<file path="config.mk">
export PLATFORM = sky130hd
export DESIGN_NAME = lsu
export DESIGN_NICKNAME = d
export VERILOG_FILES = /design/src/rtl/lsu.sv
export SDC_FILE = /design/constraint.sdc
export NUM_CORES = 1
export LEC_CHECK = 0
export ABC_AREA = 1
export BUFFER_PORTS_ARGS = -buffer_cell sky130_fd_sc_hd__buf_2
export CAP_MARGIN = 20
export CORE_ASPECT_RATIO = 0.75
export CORE_UTILIZATION = 40
export DETAILED_ROUTE_END_ITERATION = 8
export PLACE_DENSITY = 0.69
export SLEW_MARGIN = 0
export SYNTH_ARGS = -nofsm -noshare
export SYNTH_HDL_FRONTEND = slang
export SYNTH_SLANG_ARGS = --single-unit
</file>
<file path="constraint.sdc">
create_clock -name i_clk -period 1.9 [get_ports i_clk]
set_clock_uncertainty 0.2 [all_clocks]
set_input_delay 0.38 -clock i_clk [delete_from_list [all_inputs] [get_ports i_clk]]
set_output_delay 0.38 -clock i_clk [all_outputs]
set_load 0.02 [all_outputs]
</file>
<file path="src/rtl/lsu.sv">
// Load/store unit: takes one core request at a time, checks alignment, drives a
// single-beat memory access with lane-shifted data and byte mask, and returns a
// sign/zero-extended load result or a trap (misaligned, illegal size, timeout).
module lsu #(
   parameter int DATA_W  = 32,
   parameter int TIMEOUT = 16
) (
   input  logic                  i_clk,
   input  logic                  i_rst_n,
   input  logic                  i_req_valid,
   output logic                  o_req_ready,
   input  logic                  i_req_wen,
   input  logic [31:0]           i_req_addr,
   input  logic [1:0]            i_req_size,
   input  logic                  i_req_unsigned,
   input  logic [DATA_W-1:0]     i_req_wdata,
   output logic                  o_rsp_valid,
   input  logic                  i_rsp_ready,
   output logic [DATA_W-1:0]     o_rsp_rdata,
   output logic                  o_rsp_trap,
   output logic                  o_mem_req,
   input  logic                  i_mem_gnt,
   output logic [31:0]           o_mem_addr,
   output logic                  o_mem_wen,
   output logic [DATA_W-1:0]     o_mem_wdata,
   output logic [DATA_W/8-1:0]   o_mem_mask,
   input  logic                  i_mem_rvalid,
   input  logic [DATA_W-1:0]     i_mem_rdata
);

   localparam int MASK_W = DATA_W / 8;
   localparam int OFF_W  = (DATA_W == 64) ? 3 : 2;
   localparam logic [31:0] ALIGN_MASK = ~(32'(MASK_W) - 32'd1);

   typedef enum logic [1:0] {S_IDLE, S_REQ, S_WAIT, S_RESP} state_t;

   state_t                r_state;
   state_t                w_state_nxt;
   logic                  r_wen;
   logic [1:0]            r_size;
   logic                  r_unsigned;
   logic [OFF_W-1:0]      r_off;
   logic [31:0]           r_addr;
   logic [MASK_W-1:0]     r_mask;
   logic [DATA_W-1:0]     r_wdata;
   logic [DATA_W-1:0]     r_rdata;
   logic                  r_trap;
   logic [7:0]            r_cnt;

   logic                  w_req_trap;
   logic [OFF_W-1:0]      w_off;
   logic [8:0]            w_cnt_inc;
   logic                  w_timeout;

   // Misaligned accesses and doubles on a 32-bit bus are rejected up front.
   function automatic logic f_trap(input logic [1:0] size, input logic [2:0] a);
      logic t;
      case (size)
         2'd0:    t = 1'b0;
         2'd1:    t = a[0];
         2'd2:    t = |a[1:0];
         default: t = (DATA_W == 32) || (|a);
      endcase
      return t;
   endfunction

   // Byte-lane enables: 1, 2, 4 or 8 ones placed at the byte offset in the word.
   function automatic logic [MASK_W-1:0] f_mask(input logic [1:0] size,
                                                 input logic [OFF_W-1:0] off);
      logic [15:0] m;
      m = ((16'd1 << (4'd1 << size)) - 16'd1) << off;
      return m[MASK_W-1:0];
   endfunction

   // Right-justify the addressed bytes, then extend from the access width.
   function automatic logic [DATA_W-1:0] f_extend(input logic [DATA_W-1:0] word,
                                                   input logic [OFF_W-1:0] off,
                                                   input logic [1:0] size,
                                                   input logic uns);
      logic [DATA_W-1:0] sh;
      logic [DATA_W-1:0] res;
      logic              sgn;
      int                nbits;
      sh    = word >> {off, 3'b000};
      nbits = 8 << size;
      case (size)
         2'd0:    sgn = sh[7];
         2'd1:    sgn = sh[15];
         default: sgn = sh[31];
      endcase
      sgn = sgn & ~uns;
      for (int i = 0; i < DATA_W; i++) begin
         res[i] = (i < nbits) ? sh[i] : sgn;
      end
      return res;
   endfunction

   assign w_off      = i_req_addr[OFF_W-1:0];
   assign w_req_trap = f_trap(i_req_size, i_req_addr[2:0]);
   assign w_cnt_inc  = {1'b0, r_cnt} + 9'd1;
   assign w_timeout  = (w_cnt_inc == 9'(TIMEOUT));

   // State register.
   always_ff @(posedge i_clk or negedge i_rst_n) begin
      if (!i_rst_n) begin
         r_state <= S_IDLE;
      end else begin
         r_state <= w_state_nxt;
      end
   end

   // Next-state logic; read data wins over a timeout landing on the same cycle.
   always_comb begin
      w_state_nxt = r_state;
      case (r_state)
         S_IDLE: begin
            if (i_req_valid) begin
               w_state_nxt = w_req_trap ? S_RESP : S_REQ;
            end
         end
         S_REQ: begin
            if (i_mem_gnt) begin
               w_state_nxt = r_wen ? S_RESP : S_WAIT;
            end
         end
         S_WAIT: begin
            if (i_mem_rvalid || w_timeout) begin
               w_state_nxt = S_RESP;
            end
         end
         S_RESP: begin
            if (i_rsp_ready) begin
               w_state_nxt = S_IDLE;
            end
         end
         default: w_state_nxt = S_IDLE;
      endcase
   end

   // Request capture, wait counter and response data.
   always_ff @(posedge i_clk or negedge i_rst_n) begin
      if (!i_rst_n) begin
         r_wen      <= 1'b0;
         r_size     <= 2'd0;
         r_unsigned <= 1'b0;
         r_off      <= '0;
         r_addr     <= '0;
         r_mask     <= '0;
         r_wdata    <= '0;
         r_rdata    <= '0;
         r_trap     <= 1'b0;
         r_cnt      <= '0;
      end else begin
         case (r_state)
            S_IDLE: begin
               if (i_req_valid) begin
                  r_wen      <= i_req_wen;
                  r_size     <= i_req_size;
                  r_unsigned <= i_req_unsigned;
                  r_off      <= w_off;
                  r_addr     <= i_req_addr & ALIGN_MASK;
                  r_mask     <= f_mask(i_req_size, w_off);
                  r_wdata    <= i_req_wdata << {w_off, 3'b000};
                  r_rdata    <= '0;
                  r_trap     <= w_req_trap;
                  r_cnt      <= '0;
               end
            end
            S_REQ: begin
               if (i_mem_gnt && !r_wen) begin
                  r_cnt <= '0;
               end
            end
            S_WAIT: begin
               if (i_mem_rvalid) begin
                  r_rdata <= f_extend(i_mem_rdata, r_off, r_size, r_unsigned);
                  r_trap  <= 1'b0;
               end else if (w_timeout) begin
                  r_rdata <= '0;
                  r_trap  <= 1'b1;
               end else begin
                  r_cnt <= w_cnt_inc[7:0];
               end
            end
            default: begin
            end
         endcase
      end
   end

   assign o_req_ready = (r_state == S_IDLE);
   assign o_rsp_valid = (r_state == S_RESP);
   assign o_rsp_rdata = r_rdata;
   assign o_rsp_trap  = r_trap;
   assign o_mem_req   = (r_state == S_REQ);
   assign o_mem_wen   = (r_state == S_REQ) && r_wen;
   assign o_mem_addr  = r_addr;
   assign o_mem_wdata = r_wdata;
   assign o_mem_mask  = r_mask;

endmodule
</file>
* Word level (Yosys, flattened, before mapping)
Index checks and enable logic that the tools add are counted.
Cells by class: add/sub/neg operators 2, mux-type cells 56, equal/unequal tests 15, order comparisons 32, shift operators 6, reduce and logical (&&, ||, !) cells 14, bitwise operators 2
Operators with widths (number):
- 6-bit by 32-bit < comparator with 1-bit output, first input constant | 16
- 5-bit by 32-bit < comparator with 1-bit output, first input constant | 8
- 4-bit by 32-bit < comparator with 1-bit output, first input constant | 4
- 32-bit 2-to-1 mux | 3
- 3-bit by 32-bit < comparator with 1-bit output, first input constant | 2
- 32-bit case mux with 2 select lines | 1
- 1-bit 2-to-1 mux | 38
- 1-bit by 32-bit < comparator with 1-bit output, first input constant | 1
- 2-bit by 32-bit < comparator with 1-bit output, first input constant | 1
- 8-bit 2-to-1 mux | 4
- 32-bit by 5-bit left shift with 32-bit output | 1
- 4-bit by 2-bit left shift with 32-bit output, first input constant | 1
- 32-bit by 5-bit right shift with 32-bit output | 1
- 8-bit case mux with 3 select lines | 1
- 1-bit by 4-bit left shift with 16-bit output, first input constant | 1
- 16-bit by 2-bit left shift with 4-bit output | 1
- 16-bit by 1-bit subtractor with 16-bit output, second input constant | 1
- 2-bit 2-to-1 mux | 5
- 8-bit by 1-bit adder with 9-bit output, second input constant | 1
- 9-bit by 5-bit equality test with 1-bit output, second input constant | 1
- 2-bit != test, second input constant | 4
- 2-bit case mux with 4 select lines | 1
- 2-bit by 1-bit equality test with 1-bit output, second input constant | 3
- 2-bit equality test, second input constant | 3
- 18 further kinds | 24
Word-level totals: register bits 115, logic and storage cells 138, bits of input ports 106

* Longest topological paths before layout
depth in word-level cells 8, gate-level depth with buffers 13, mapped depth without buffers 12

* Worst setup path before layout
No wires, ideal clock.
path kind reg-to-reg, start reg r_state[0], end reg r_wdata[28] (netlist: o_mem_wdata[28]), cell stages (with the launch flop) 8, clock period less this slack 2.098 ns, arrival 1.794 ns, setup slack -0.198 ns, buffers on the path 1, library setup time 0.104 ns, cell sequence dfrtp_1 inv_1 ha_1 nand2_1 nor2_1 inv_2 clkbuf_1 o311ai_1
Between the ends: longest elaborated chain between the ends 2
RTL lines:
- from (decl) | RTL line 37 | state_t r_state;
- from (signal assigned) | RTL line 108 | r_state <= w_state_nxt;
- 2-bit logical NOT
- net o_req_ready | RTL line 11 | output logic o_req_ready,
- 2-bit AND reduction (no line)
- to (signal assigned) | RTL line 163 | r_wdata <= i_req_wdata << {w_off, 3'b000};
- to (decl) | RTL line 45 | logic [DATA_W-1:0] r_wdata;
The timed path passes the listed nets, and every way through them passes these cells. A chain may end at the register's enable or synchronous reset.

* Worst setup path after layout
start reg r_cnt[1], end reg r_state[0]
Between the ends: longest elaborated chain between the ends 5
RTL lines:
- from (decl) | RTL line 48 | logic [7:0] r_cnt;
- from (signal assigned) | RTL line 182 | r_cnt <= w_cnt_inc[7:0];
- 8-bit by 1-bit adder with 9-bit output | RTL line 100 | assign w_cnt_inc = {1'b0, r_cnt} + 9'd1;
- 9-bit by 5-bit equality test with 1-bit output | RTL line 101 | assign w_timeout = (w_cnt_inc == 9'(TIMEOUT));
- 1-bit logical OR | RTL line 127 | if (i_mem_rvalid || w_timeout) begin
- 2-bit != test (no line)
- 4-bit AND reduction (no line)
Every way passes these cells.

==> impl_metrics.py <==
metrics = {
    "hold_path": {
        "min_path_type": "in2reg",
        "holdPathStages": 3,
    },
    "layout": {
        "final_cell_mix": "nand2_1 (268), buf_2 (205), dfrtp_1 (112)",
        "n_fill_cell": 1251,
        "layout_commonest_cell": "nand2_1",
        "drive_gt1_share_pct": 36.3,
        "nets": 1170,
        "area_delta_synth_final_pct": 50.0,
    },
    "placed_design": {
        "gp_congestion": 0.882,
        "numPortBuffers": 208,
        "hpwl_um": 12900,
    },
    "yosys": {
        "yosysUniqueCellTypes": 32,
        "synthAdderAreaFrac_pct": 1.26,
        "synth.area.mux_share_pct": 1.18,
        "synth-simple-area-share_pct": 29.8,
        "synthFlopType": "dfrtp_1",
        "synth.avg_cell_area_um2": 7.55,
        "syn-cell-area_um2": 5950,
        "synth_compound_area_share_pct": 12.0,
        "synth_top_family_by_area": "simple AND/OR/NAND/NOR gates",
        "ys_seq_area_share_pct": 48.4,
        "async_flop_share_pct": 100,
        "synth_xor_area_share_pct": 0,
        "synth_warnings": 0,
        "synth-edff-count": 0,
        "synth_cells": 788,
        "ys_ff_latch": 115,
    },
    "floorplanning": {
        "die_y_um": 108,
        "num_rows": 38,
        "die-area_um2": 15400,
        "pin_count": 211,
        "start_util_pct": 41.0,
        "die_x_um": 143,
        "core_um2": 14500,
    },
    "sta": {
        "fmax_ghz": 0.485,
        "period_needed_ps": 2060,
        "postLayoutSetupSlackWorst_ps": -160,
        "setup_tns_ps": -5470,
        "setup_viol": 46,
        "slew_viol_final": 0,
        "finalHoldViolCount": 0,
        "fin_crit_sh_pct": 108,
        "rsz0062_at_grt": "yes",
        "whs_ps": 16.8,
    },
    "worst_setup_path": {
        "cp_data_required_time_ps": 2010,
        "cp_slowest_stage_delay_ps": 440,
        "path_class": "reg2reg",
        "cp-end-kind": "flip-flop",
        "cp_slowest_cell": "dfrtp_2",
        "cpMostUsedCell": "nand2_1",
        "start_kind": "flip-flop",
        "path_max_fanout": 5,
        "arrival_ps": 2170,
        "r2r_cells": 14,
        "worstPathCellList": "buf_6, buf_4, nand3_2, nand2_1, nand2_2, nand3_2, nor2_4, nand2_2, nand3_4, buf_8, buf_8, nand2_4, nand2_1, nand2_1",
    },
    "power_and_ir_drop": {
        "peakVddDrop_mv": 0.836,
        "p_total_mw": 14.5,
        "leakage_nw": 4.83,
        "power.density_nw_per_um2": 1630,
    },
    "global_route": {
        "grt_overflow": 0,
        "antenna_found_initial": 1,
        "grt_util_all_layers_pct": 26.1,
        "grt_first_pass_wirelength_um": 30600,
        "grt_pass1_vias": 6049,
        "grt_max_degree": 42,
    },
    "flow_run": {
        "max_cap_violations": 0,
    },
    "clock_tree": {
        "clk_pin_slew_ps": 60,
        "clkSinkCount": 115,
        "cts_tree": "yes",
        "clock_latency_ps": 410,
        "ctsLongestPathBuffers": 2,
        "htreeDepth": 4,
        "root_buffer": "clkbuf_16",
        "numCtsBuffers": 17,
    },
    "detailed_routing": {
        "dr.pass1.iters": 7,
        "remaining_drc_errors": 0,
        "vias": 6559,
        "wl_per_cell_um": 16.0,
        "via_per_inst": 5.16,
        "drtAntennaViolNets": 0,
        "drt_iter0_markers": 524,
        "wirelength_um": 20300,
    },
    "status": {
        "status": "finished, violations left",
        "failed_checks": "setup timing",
    },
}
==> worst max-delay path, delay by kind of cell (launching register included) <==
kind | cells | cell delay (ps)
buffers and inverters | 4 | 560
DFF | 1 | 440
and+or+nand+nor | 10 | 730
==> metal layers <==
| metal | global-route usage (%) | part of all wire (%) | vias up |
|---|---|---|---|
| met4 | 8.22 | 1.6 | 0 |
| met5 | 0 | 0 | - |
| met1 | 34.2 | 43 | 3122 |
| met3 | 7.70 | 8.7 | 29 |
| met2 | 41.5 | 47 | 313 |
| li1 | - | - | 3095 |
==> timing repair <==
action                                 CTS  global route
gates cloned                             1             3
pin swaps                                3            34
hold buffers                            32             0
setup endpoints to repair               47            62
endpoints found under the hold margin   53             0
resized for setup                       19            79
buffers inserted                         8             3
==> synth_stat cells (4+ instances only) <==
cell type,instances,area [µm²]
a211oi_1,7,52.6
nand2_2,4,25.0
nand3_1,56,280
buf_6,4,45.0
o311ai_1,8,70.1
o21ai_0,57,285
a21oi_1,30,150
inv_1,45,169
nor2_1,67,251
buf_2,8,40.0
ha_1,6,75.1
nand2_1,293,1100
a22o_1,4,35.0
inv_2,10,37.5
dfrtp_1,115,2880
nand4_1,8,50.1
mux2i_1,7,70.1
clkbuf_1,26,97.6
buf_1,4,15.0
o221ai_1,6,52.6
==> flip-flops by register name, indices dropped and copies added, names as in the netlist, 2 cells and up <==
name / flops
o_mem_mask: 4
r_state: 2
r_off: 2
r_size: 2
o_mem_wdata: 32
o_rsp_rdata: 32
r_cnt: 8
o_mem_addr: 30
==> kinds of logic after synthesis <==
| kind of cell | count (synthesis) |
|---|---|
| and+or+nand+nor | 436 |
| AOI/OAI and AO/OA | 121 |
| DFF | 115 |
| buffers and inverters | 102 |
| muxes | 7 |
| adders and majority gates | 6 |
| other | 1 |
==> stage by stage <==
step	utilization [%]	setup WS (ps)	std cells	cell area [µm²]
detailed placement	51.3	-76.5	1192	7440
global placement	51.3	5.87	1192	7440
global route	61.5	-252	1272	8920
finish	61.5	-160	1272	8920
floorplan	-	-2.59	789	5970
CTS	58.8	-115	1265	8530
==> final timing paths <==
check,start,to,slack [ps]
min,i_req_addr[4],o_mem_addr[4]$_DFFE_PN0P_,20
min in group asynchronous,i_rst_n,o_mem_wdata[9]$_DFFE_PN0P_,260
max reg2reg,r_cnt[1]$_DFFE_PN0P_,r_state[0]$_DFFE_PN0P_,-160
max in group asynchronous,i_rst_n,o_mem_addr[24]$_DFFE_PN0P_,690
min reg2reg,o_rsp_rdata[0]$_DFFE_PN0P_,o_rsp_rdata[0]$_DFFE_PN0P_,270
max,r_cnt[1]$_DFFE_PN0P_,r_state[0]$_DFFE_PN0P_,-160
==> report_power, final <==
group	total, mW	switching (mW)	internal [mW]
clock network	3.34	1.20	2.13
registers	4.16	0.690	3.47
logic	7.05	4.53	2.52
==> final cells by class <==
type	instances	area, µm²	area share [%]
Clock inverter	12	155	1.74
Timing Repair Buffer	295	1970	22.1
Multi-Input combinational cell	572	2980	33.4
Clock buffer	20	457	5.12
Tap cell	200	250	2.81
Sequential cell	115	2880	32.3
Inverter	57	221	2.48
Antenna cell	1	2.50	0.0281
(Power assumes the default switching activity.)
